==> config.mk <==
export PLATFORM = sky130hd
export DESIGN_NAME = ram_wb_arb2
export DESIGN_NICKNAME = d
export VERILOG_FILES = /design/src/rtl/ram_wb_arb2.sv
export SDC_FILE = /design/constraint.sdc
export NUM_CORES = 1
export LEC_CHECK = 0
export BUFFER_PORTS_ARGS = -buffer_cell sky130_fd_sc_hd__clkbuf_2
export CAP_MARGIN = 20
export CORE_AREA = 4 4 128 130
export DETAILED_ROUTE_END_ITERATION = 10
export DIE_AREA = 0 0 132 134
export HOLD_SLACK_MARGIN = 0.03
export PLACE_DENSITY = 0.58
export SYNTH_ARGS = -nofsm -noshare
export SYNTH_HDL_FRONTEND = slang
export SYNTH_SLANG_ARGS = --single-unit
==> constraint.sdc <==
create_clock -name wb_clk_i -period 2.5 [get_ports wb_clk_i]
set_input_delay 0.25 -clock wb_clk_i [delete_from_list [all_inputs] [get_ports wb_clk_i]]
set_output_delay 0.25 -clock wb_clk_i [all_outputs]
set_load 0.02 [all_outputs]
==> src/rtl/ram_wb_arb2.sv <==
// Two-master Wishbone B3 arbiter for the on-chip RAM slave: round-robin grant held
// for a whole bus cycle, plus a per-beat watchdog that turns a hung access into err.
module ram_wb_arb2 #(
  parameter int dw             = 32,
  parameter int aw             = 32,
  parameter int timeout_cycles = 255
) (
  input  logic          wb_clk_i,
  input  logic          wb_rst_n_i,

  input  logic [aw-1:0] m0_adr_i,
  input  logic [dw-1:0] m0_dat_i,
  input  logic [3:0]    m0_sel_i,
  input  logic [2:0]    m0_cti_i,
  input  logic [1:0]    m0_bte_i,
  input  logic          m0_cyc_i,
  input  logic          m0_stb_i,
  input  logic          m0_we_i,
  output logic [dw-1:0] m0_dat_o,
  output logic          m0_ack_o,
  output logic          m0_err_o,
  output logic          m0_rty_o,

  input  logic [aw-1:0] m1_adr_i,
  input  logic [dw-1:0] m1_dat_i,
  input  logic [3:0]    m1_sel_i,
  input  logic [2:0]    m1_cti_i,
  input  logic [1:0]    m1_bte_i,
  input  logic          m1_cyc_i,
  input  logic          m1_stb_i,
  input  logic          m1_we_i,
  output logic [dw-1:0] m1_dat_o,
  output logic          m1_ack_o,
  output logic          m1_err_o,
  output logic          m1_rty_o,

  output logic [aw-1:0] s_adr_o,
  output logic [dw-1:0] s_dat_o,
  output logic [3:0]    s_sel_o,
  output logic [2:0]    s_cti_o,
  output logic [1:0]    s_bte_o,
  output logic          s_cyc_o,
  output logic          s_stb_o,
  output logic          s_we_o,
  input  logic [dw-1:0] s_dat_i,
  input  logic          s_ack_i,
  input  logic          s_err_i,
  input  logic          s_rty_i
);

  typedef enum logic [1:0] {IDLE, GNT0, GNT1, ABORT} state_t;

  localparam bit       WDOG_EN = (timeout_cycles != 0);
  localparam logic [7:0] TMO   = 8'(timeout_cycles);

  state_t     state_q, state_d;
  logic       last_q, last_d;
  logic [7:0] wdog_q, wdog_d;

  logic req0, req1, term, gnt0, gnt1, expire;
  logic cur_cyc, oth_req;

  assign req0 = m0_cyc_i & m0_stb_i;
  assign req1 = m1_cyc_i & m1_stb_i;
  assign term = s_ack_i | s_err_i | s_rty_i;
  assign gnt0 = (state_q == GNT0);
  assign gnt1 = (state_q == GNT1);

  // Slave-side mux and termination routing; everything is zero outside a grant.
  always_comb begin
    s_adr_o = '0;
    s_dat_o = '0;
    s_sel_o = '0;
    s_cti_o = '0;
    s_bte_o = '0;
    s_cyc_o = 1'b0;
    s_stb_o = 1'b0;
    s_we_o  = 1'b0;
    if (gnt0) begin
      s_adr_o = m0_adr_i;
      s_dat_o = m0_dat_i;
      s_sel_o = m0_sel_i;
      s_cti_o = m0_cti_i;
      s_bte_o = m0_bte_i;
      s_cyc_o = m0_cyc_i;
      s_stb_o = m0_stb_i;
      s_we_o  = m0_we_i;
    end else if (gnt1) begin
      s_adr_o = m1_adr_i;
      s_dat_o = m1_dat_i;
      s_sel_o = m1_sel_i;
      s_cti_o = m1_cti_i;
      s_bte_o = m1_bte_i;
      s_cyc_o = m1_cyc_i;
      s_stb_o = m1_stb_i;
      s_we_o  = m1_we_i;
    end
  end

  // A termination in the expiry cycle wins, so expire requires no ack/err/rty.
  assign expire = WDOG_EN && (gnt0 || gnt1) && s_stb_o && !term && (wdog_q == TMO);

  assign m0_dat_o = (gnt0 || gnt1) ? s_dat_i : '0;
  assign m1_dat_o = (gnt0 || gnt1) ? s_dat_i : '0;
  assign m0_ack_o = gnt0 & s_ack_i;
  assign m0_err_o = gnt0 & (s_err_i | expire);
  assign m0_rty_o = gnt0 & s_rty_i;
  assign m1_ack_o = gnt1 & s_ack_i;
  assign m1_err_o = gnt1 & (s_err_i | expire);
  assign m1_rty_o = gnt1 & s_rty_i;

  always_comb begin
    state_d = state_q;
    last_d  = last_q;
    wdog_d  = '0;
    cur_cyc = last_q ? m1_cyc_i : m0_cyc_i;
    oth_req = 1'b0;
    if (gnt0) begin
      cur_cyc = m0_cyc_i;
      oth_req = req1;
    end else if (gnt1) begin
      cur_cyc = m1_cyc_i;
      oth_req = req0;
    end
    case (state_q)
      IDLE: begin
        if (req0 && (!req1 || last_q)) begin
          state_d = GNT0;
          last_d  = 1'b0;
        end else if (req1) begin
          state_d = GNT1;
          last_d  = 1'b1;
        end
      end
      GNT0, GNT1: begin
        if (expire) begin
          state_d = ABORT;
        end else if (!cur_cyc) begin
          if (oth_req) begin
            state_d = gnt0 ? GNT1 : GNT0;
            last_d  = gnt0;
          end else begin
            state_d = IDLE;
          end
        end else if (WDOG_EN && s_stb_o && !term) begin
          wdog_d = wdog_q + 8'd1;
        end
      end
      ABORT: begin
        // last_q still names the aborted master; wait for it to end its cycle.
        if (!cur_cyc) state_d = IDLE;
      end
      default: state_d = IDLE;
    endcase
  end

  always_ff @(posedge wb_clk_i or negedge wb_rst_n_i) begin
    if (!wb_rst_n_i) begin
      state_q <= IDLE;
      last_q  <= 1'b1;
      wdog_q  <= '0;
    end else begin
      state_q <= state_d;
      last_q  <= last_d;
      wdog_q  <= wdog_d;
    end
  end

endmodule

# After elaboration in Yosys (flattened, before gate mapping)
# Index checks and enable logic that the tools add are counted.
# word_totals
ff_bits	11
inputBits	189
elab_cells	79
# op_classes
n_addsub	1
n_eq_ne	10
mux	40
n_bitwise	11
reduce_logical	14
# ops
cell	n
$mux 32	5
$mux 8	4
$mux 2	9
$mux 1	16
$add 8x1->8 const B	1
$and 1x1->1	8
$eq 8x8->1 const B	1
$mux 4	2
$ne 2x2->1 const B	4
$mux 3	2
$ne 3x3->1 const B	2
$pmux 2 s3	1
$logic_and 1x1->1	5
$reduce_and 5->1	1
$eq 2x2->1 const B	2
$or 1x1->1	3
$reduce_and 3->1	1
$eq 2x1->1 const B	1
$logic_not 1->1	2
$logic_not 2->1	1
$logic_or 1x1->1	2
$pmux 1 s2	1
$reduce_bool 2->1	1
$reduce_or 2->1	1

# Depth between registers and ports, before layout
# Gate-level depths: netlist of the first run.
# logic_depth
word_depth	8
depth_mapped	9

# Worst setup path before layout of the first run
# No wires, ideal clock.
# synth_path
path_type	reg2out
startpoint	register state_q[1]
endpoint	output port m0_err_o
t_arrival_ns	1.866
required_ns	2.250
setup_slack_ns	0.384
stages_incl_launch_ff	8
path_buffers	1
cell_sequence	dfrtp_1 > inv_1 > ha_1 > buf_6 > o21ai_1 > and3_2 > nor2_1 > nor2b_1
# synth_via
elab_chain_len	8
elab_cells_between_ends	10
# synth_lines
item	line	text
start, declared	56	state_t state_q, state_d;
start signal, assigned	163	state_q <= state_d;
$eq 2x2->1	67	assign gnt1 = (state_q == GNT1);
$mux 1	88	end else if (gnt1) begin
$mux 1 (*)	79	if (gnt0) begin
named net s_stb_o	43	output logic s_stb_o,
$logic_and 1x1->1 (*) (3 in series)	101	assign expire = WDOG_EN && (gnt0 || gnt1) && s_stb_o && !term && (wdog_q == TMO);
$or 1x1->1 (*)	106	assign m0_err_o = gnt0 & (s_err_i | expire);
$and 1x1->1 (*)	106	
end, declared	21	output logic m0_err_o,
# The timed path passes the listed nets; every way through them passes the cells marked *.

# Final worst setup path of the first run
# layout_path
startpoint	register state_q[1]
endpoint	output port s_adr_o[19]
# layout_via
elab_chain_len	3
elab_cells_between_ends	4
# layout_lines
item	line	text
$eq 2x2->1	67	
$mux 32	88	
$mux 32 (*)	79	
end, declared	37	output logic [aw-1:0] s_adr_o,
# Mark *: on every way between the ends. The rest lies on a longest branch, timed or not.

==> results of run 1 <==
timing repair:
item                       4_1_cts  5_1_grt
hold endpoints to repair        10        0
hold buffers                     1        0
setup endpoints to repair        0        2
gates resized for setup          0        1
per-layer routing:
metal  up-vias  wire (µm)
li1       1807          -
met1      1542       5020
met2       214       6370
met3        12       1150
met4         0        270
met5         -          0
report_power, final:
part / internal (µW) / switching, µW
combinational: 1380 / 2930
sequential: 210 / 31.5
clock: 212 / 87.4
state kept, by name (all words and copies together) (netlist names):
signal   flops
state_q      2
last_q       1
wdog_q       8
cell usage in the layout, fill, tap and decap left out, drive strengths merged, types with 3 or more instances in the layout:
| master | count |
|---|---|
| xnor2 | 4 |
| and3 | 6 |
| nand2 | 146 |
| and2 | 36 |
| nand3 | 3 |
| buf | 4 |
| nor2b | 5 |
| nor2 | 14 |
| ha | 7 |
| o21ai | 73 |
| a22o | 6 |
| inv | 4 |
| clkbuf | 337 |
| dfrtp | 10 |
area by class of cell:
class	instances	area (µm²)
clock buffers	3	75.1
flip-flops and latches	11	277
clock inverters	1	5.00
diodes	2	5.00
repair buffers	339	1740
multi-input cells	318	1630
inverters	4	15.0
fillers	1750	11200
well taps	188	235
critical path, delay by kind of cell, from the launching register on:
family | cells | cell delay [ns]
compound gates | 1 | 0.16
fa+ha+maj | 1 | 0.31
buf+inv | 3 | 0.79
flops | 1 | 0.44
simple gates | 1 | 0.08
worst max path at each step:
stage                     depth (start not counted)           to        from  slack [ns]
after floorplan                                   7     m0_err_o  state_q[1]        0.38
after global placement                            7     m1_err_o  state_q[0]        0.46
after detailed placement                          7     m1_err_o  state_q[0]        0.43
after CTS                                         7     m1_err_o  state_q[1]        0.14
after global routing                              6  s_adr_o[19]  state_q[1]       0.009
final                                             6  s_adr_o[19]  state_q[1]        0.14
logic make-up after synthesis:
group                      count (synthesis)  share of synthesized area, %
AOI/OAI and AO/OA                         88                          21.3
xor gates and xnor gates                   6                          2.31
and+or+nand+nor                          214                          41.7
muxes                                      3                          1.54
DFF                                       11                          12.1
buffers and inverters                     66                          17.1
adders and majority gates                  7                          3.85
stage by stage:
| step | hold WS, ns | utilization (%) |
|---|---|---|
| finish | 0.452 | 26.3 |
| global route | 0.470 | 26.3 |
| CTS | 0.458 | 26.2 |
| detailed placement | 0.153 | 25.6 |
| global placement | 0.147 | 25.6 |
| floorplan | -0.0456 | - |
==> results.py, run 1 <==
metrics = {
    "timing": {
        "slew_headroom_pct": 67.6,
        "layout_worst_path_cycle_share_pct": 94.6,
        "post-route-min-period_ns": 2.36,
        "slew_viol_final": 0,
        "worst_pin_slew_ns": 0.486,
        "finalWorstSetupSlack_ns": 0.136,
        "rsz0062_at_grt": "false",
        "finalSetupTns_ns": 0,
        "finalHoldViolations": 0,
        "setup_viol_count_final": 0,
        "finClkSkew_ns": 0.00212,
        "fmax_mhz": 423,
    },
    "clock_tree": {
        "cts_buffers": 3,
        "post_cts_buffers": 0,
        "cts_tree": "done",
        "path_clk_slew_ns": 0.04,
        "root_buffer": "clkbuf_16",
        "clockBufferDepth": 2,
        "h-tree-depth": 1,
        "clk_latency_ns": 0.24,
        "cts.sinks": 11,
    },
    "floorplan": {
        "io_pins": 335,
        "die_w_um": 132,
        "die_h_um": 134,
        "row_count": 45,
        "core_um2": 15100,
        "initial_core_util_pct": 15.0,
        "die_area_um2": 17700,
    },
    "global_routing": {
        "grt-ovfl-total": 0,
        "use_met2_pct": 23.4,
        "grt_util_met3_pct": 2.85,
        "top_usage_layer": "met2",
        "grt_pass1_wl_mm": 18.7,
        "gr-usage-met1_pct": 15.8,
        "grt_max_degree": 133,
        "antenna_found_initial": 2,
        "grt_pass1_vias": 3388,
        "grt_usage_pct": 13.2,
    },
    "synth": {
        "yosys-top-cells-count": "nand2_1, o21ai_0, and2_1, buf_4, clkbuf_1",
        "synth.area.top_cells": "nand2_1, o21ai_0, dfrtp_1",
        "netlist_area_um2": 2280,
        "synth_edf_count": 0,
        "synth_ff_type": "dfrtp_1",
        "yosysTopAreaCellShare_pct": 24.1,
        "yosysTopAreaCell": "nand2_1",
        "synth-seq-cells": 11,
        "postSynthCellCount": 395,
        "synth.most_common_cell": "nand2_1",
        "ys_warn_count": 0,
        "ys_seq_area_share_pct": 12.1,
        "synth_cell_type_count": 33,
        "syn_avg_cell_area_um2": 5.77,
        "syn_nets": 591,
        "synthArstFlopShare_pct": 100,
    },
    "route": {
        "vias": 3575,
        "drc": 0,
        "ant_nets": 0,
        "wl_per_cell_um": 14.8,
        "drt_iter0_drc": 179,
        "via_per_inst": 4.13,
        "drt-total-wl_mm": 12.8,
        "drtPass1Iterations": 5,
    },
    "setup_path": {
        "cp_data_required_time_ns": 2.25,
        "worstReg2RegEnd": "last_q",
        "rr_worst_depth": 7,
        "worstPathArrival_ns": 2.11,
        "slowest_stage": "dfrtp_1",
        "cp_slowest_stage_delay_ns": 0.44,
        "critical_path_class": "flop to output port",
        "rrSetupSlack_ns": 0.37,
        "critPathCaptureType": "output port",
        "cp_max_fo": 132,
        "path_cells": "inv_1, ha_4, buf_12, nand2_1, o21ai_0, clkbuf_2",
        "worstSetupStartpointType": "flop",
        "timing.rr.start": "state_q[1]",
    },
    "cells_and_area": {
        "area_growth_pct": 74.8,
        "drive_gt1_share_pct": 51.9,
        "final_area_um2": 3980,
        "layout.nets": 873,
        "fin_cells": 866,
    },
    "worst_hold_path": {
        "holdCritPathClass": "input pin to asynchronous set/reset pin",
    },
    "placement": {
        "hpwl_mm": 11.1,
        "dp.cells": 859,
        "gp_congestion": 0.865,
        "pre_cts_slack_ns": 0.428,
        "postPlaceCellArea_um2": 3880,
        "port_buffers": 334,
    },
    "power_and_ir_drop": {
        "design_power_total_uw": 4850,
        "p_leak_uw": 0.00226,
        "p_per_area_nw_per_um2": 1220,
        "peakVddDrop_v": 0.000471,
    },
    "outcome": {
        "status": "finished clean",
    },
    "job": {
        "drv_cap": 0,
    },
}
No activity file was read; power rests on OpenSTA's default activity.
==> run 2, diff against run 1 <==
- ABC_AREA: default -> 1
- CORE_AREA: 4 4 128 130 -> 4 4 130 132
- DIE_AREA: 0 0 132 134 -> 0 0 134 136
- PLACE_DENSITY: 0.58 -> 0.56
==> run 2 against run 1 <==
- wire length grew 9.1%
- utilization shrank 1.5 points
- clock power shrank 2%
- area after synthesis shrank 6.0%
- worst hold slack lost 0.027 ns
- largest power group unchanged
==> results.py, run 2 <==
metrics = {
    "route": {
        "wl_per_cell_um": 17.1,
        "via_per_inst": 3.93,
        "drt-total-wl_mm": 14.0,
        "drtPass1Iterations": 4,
        "ant_nets": 0,
        "drt_iter0_drc": 258,
        "vias": 3216,
        "drc": 0,
    },
    "placement": {
        "postPlaceCellArea_um2": 3790,
        "port_buffers": 334,
        "gp_congestion": 0.823,
        "hpwl_mm": 12.3,
        "dp.cells": 814,
        "pre_cts_slack_ns": 0.343,
    },
    "power_and_ir_drop": {
        "switching_power_uw": 3270,
        "p_per_area_nw_per_um2": 1330,
        "pwr-share-comb_pct": 89.7,
        "p_seq_share_pct": 4.6,
        "p_clk_share_pct": 5.7,
        "p_int_uw": 1910,
        "design_power_total_uw": 5180,
        "p_leak_uw": 0.00265,
        "peakVddDrop_v": 0.000434,
        "swShare_pct": 63.2,
    },
    "synth": {
        "synth.area.top_cells": "a22o_1, buf_4, dfrtp_1",
        "syn_avg_cell_area_um2": 6.84,
        "ys_seq_area_share_pct": 12.9,
        "synth.most_common_cell": "a22o_1",
        "netlist_area_um2": 2140,
        "synth_ff_type": "dfrtp_1",
        "yosysTopAreaCell": "a22o_1",
        "yosys-top-cells-count": "a22o_1, nand2_1, inv_1, buf_4, nor2_1",
        "ys_warn_count": 0,
        "syn_nets": 509,
        "postSynthCellCount": 313,
        "synth-seq-cells": 11,
        "synth_cell_type_count": 31,
        "yosysTopAreaCellShare_pct": 30.3,
        "synthArstFlopShare_pct": 100,
        "synth_edf_count": 0,
    },
    "job": {
        "drv_cap": 0,
    },
    "floorplan": {
        "row_count": 46,
        "core_um2": 15700,
        "die_w_um": 134,
        "io_pins": 335,
        "initial_core_util_pct": 13.6,
        "die_area_um2": 18200,
        "die_h_um": 136,
    },
    "global_routing": {
        "grt_pass1_vias": 3116,
        "grt_max_degree": 72,
        "grt-ovfl-total": 0,
        "grt_usage_pct": 13.4,
        "antenna_found_initial": 1,
        "grt_pass1_wl_mm": 18.9,
    },
    "setup_path": {
        "slowest_stage": "dfrtp_1",
        "worstReg2RegEnd": "last_q",
        "cp_slowest_stage_delay_ns": 0.44,
        "path_cells": "inv_1, ha_1, inv_2, nor2_4, buf_12, a22o_1, clkbuf_2",
        "crit_path_start": "state_q[0]",
        "worstSetupStartpointType": "flop",
        "crit_family": "buffers and inverters",
        "worstPathArrival_ns": 2.11,
        "crit_buf_inv": 4,
        "cp_max_fo": 68,
        "timing.rr.start": "state_q[0]",
        "rr_worst_depth": 11,
        "cp_data_required_time_ns": 2.25,
        "path_depth": 7,
        "critical_path_class": "flop to output port",
        "critPathCaptureType": "output port",
        "rrSetupSlack_ns": 0.56,
    },
    "cells_and_area": {
        "final_area_um2": 3890,
        "layout.nets": 800,
        "drive_gt1_share_pct": 59.7,
        "largest_reg_flops": 8,
        "top_register": "wdog_q",
        "final_common_cell": "clkbuf_2",
        "top_regs": "wdog_q: 8 flops, state_q: 2 flops, last_q: 1 flops",
        "num_antenna_cells": 0,
        "fin_cells": 819,
        "layout_common_cells": "clkbuf_2, a22o_1, nand2_1",
        "area_growth_pct": 81.8,
    },
    "timing": {
        "slew_viol_final": 0,
        "finalSetupTns_ns": 0,
        "setup_viol_count_final": 0,
        "fmax_mhz": 423,
        "worst_pin_slew_ns": 0.376,
        "layout_worst_path_cycle_share_pct": 94.5,
        "finClkSkew_ns": 0.00340,
        "finalHoldViolations": 0,
        "post-route-min-period_ns": 2.36,
        "slew_headroom_pct": 74.9,
        "finalWorstSetupSlack_ns": 0.137,
    },
    "clock_tree": {
        "h-tree-depth": 1,
        "cts_tree": "done",
        "cts.sinks": 11,
        "clk_latency_ns": 0.24,
        "cts_buffers": 3,
        "path_clk_slew_ns": 0.04,
        "clockBufferDepth": 2,
        "root_buffer": "clkbuf_16",
    },
    "worst_hold_path": {
        "holdCritPathClass": "input pin to asynchronous set/reset pin",
    },
    "outcome": {
        "status": "finished clean",
    },
}
-- run 2: cell count changes after synthesis, sizes merged, moves of 12 or more --
| cell | before | now |
|---|---|---|
| and2 | 36 | 0 |
| nand2 | 146 | 70 |
| o21ai | 73 | 5 |
| buf | 35 | 47 |
| clkbuf | 27 | 6 |
| a22o | 6 | 74 |
| inv | 4 | 55 |
-- run 2: worst reg2reg max path, delay by kind of cell, from the launching register on --
| family | cells | cell delay (ns) |
|---|---|---|
| adders and majority gates | 1 | 0.25 |
| DFF | 1 | 0.44 |
| and+or+nand+nor | 5 | 0.43 |
| buffers and inverters | 3 | 0.53 |
| AOI/OAI and AO/OA | 2 | 0.22 |
-- run 2: final cells by class --
class / instances / area (µm²)
clock buffers: 3 / 75.1
clock inverters: 1 / 5.00
fillers: 1765 / 11800
inverters: 56 / 213
multi-input cells: 193 / 1320
flip-flops and latches: 11 / 277
well taps: 216 / 270
repair buffers: 339 / 1740
-- run 2: worst max path at each step --
stage and end:
3_3_place_gp s_dat_o[28], 3_5_place_dp s_dat_o[28], 5_1_grt s_cyc_o, 6_report s_dat_o[28], 4_1_cts s_dat_o[28], 2_1_floorplan m1_dat_o[10]
-- run 2: metrics by stage --
stage / hold WS (ns) / util (%)
global route: 0.464 / 24.8
CTS: 0.433 / 24.7
detailed placement: 0.149 / 24.1
finish: 0.424 / 24.8
global placement: 0.146 / 24.1
floorplan: -0.0456 / -
-- run 2: logic make-up after synthesis --
group | synth area share (%)
compound gates | 33.4
xor+xnor | 1.64
fa+ha+maj | 4.09
buf+inv | 26.5
flops | 12.9
simple gates | 21.5
-- run 2: power groups by stage --
| stage | registers [µW] | clock network [µW] | logic (µW) |
|---|---|---|---|
| global route | 243 | 313 | 4990 |
| detailed placement | 238 | 0 | 4680 |
| CTS | 236 | 305 | 4690 |
| global placement | 236 | 0 | 4670 |
| floorplan | 230 | 0 | 3330 |
| finish | 239 | 295 | 4640 |
-- run 2: what timing repair did --
action                                  in CTS  in global routing
resized for setup                            0                  1
endpoints found under the setup margin       0                  1
hold buffers                                 1                  0
buffers inserted                             0                  0
endpoints found under the hold margin       10                  0
-- run 2: layer usage --
layer  part of all wire (%)  track usage, %  vias up
li1                       -               -     1591
met1                     43            18.2     1441
met2                     46            21.3      175
met3                     11            4.44        7
met4                   0.52            1.89        2
met5                   0.14               0        -
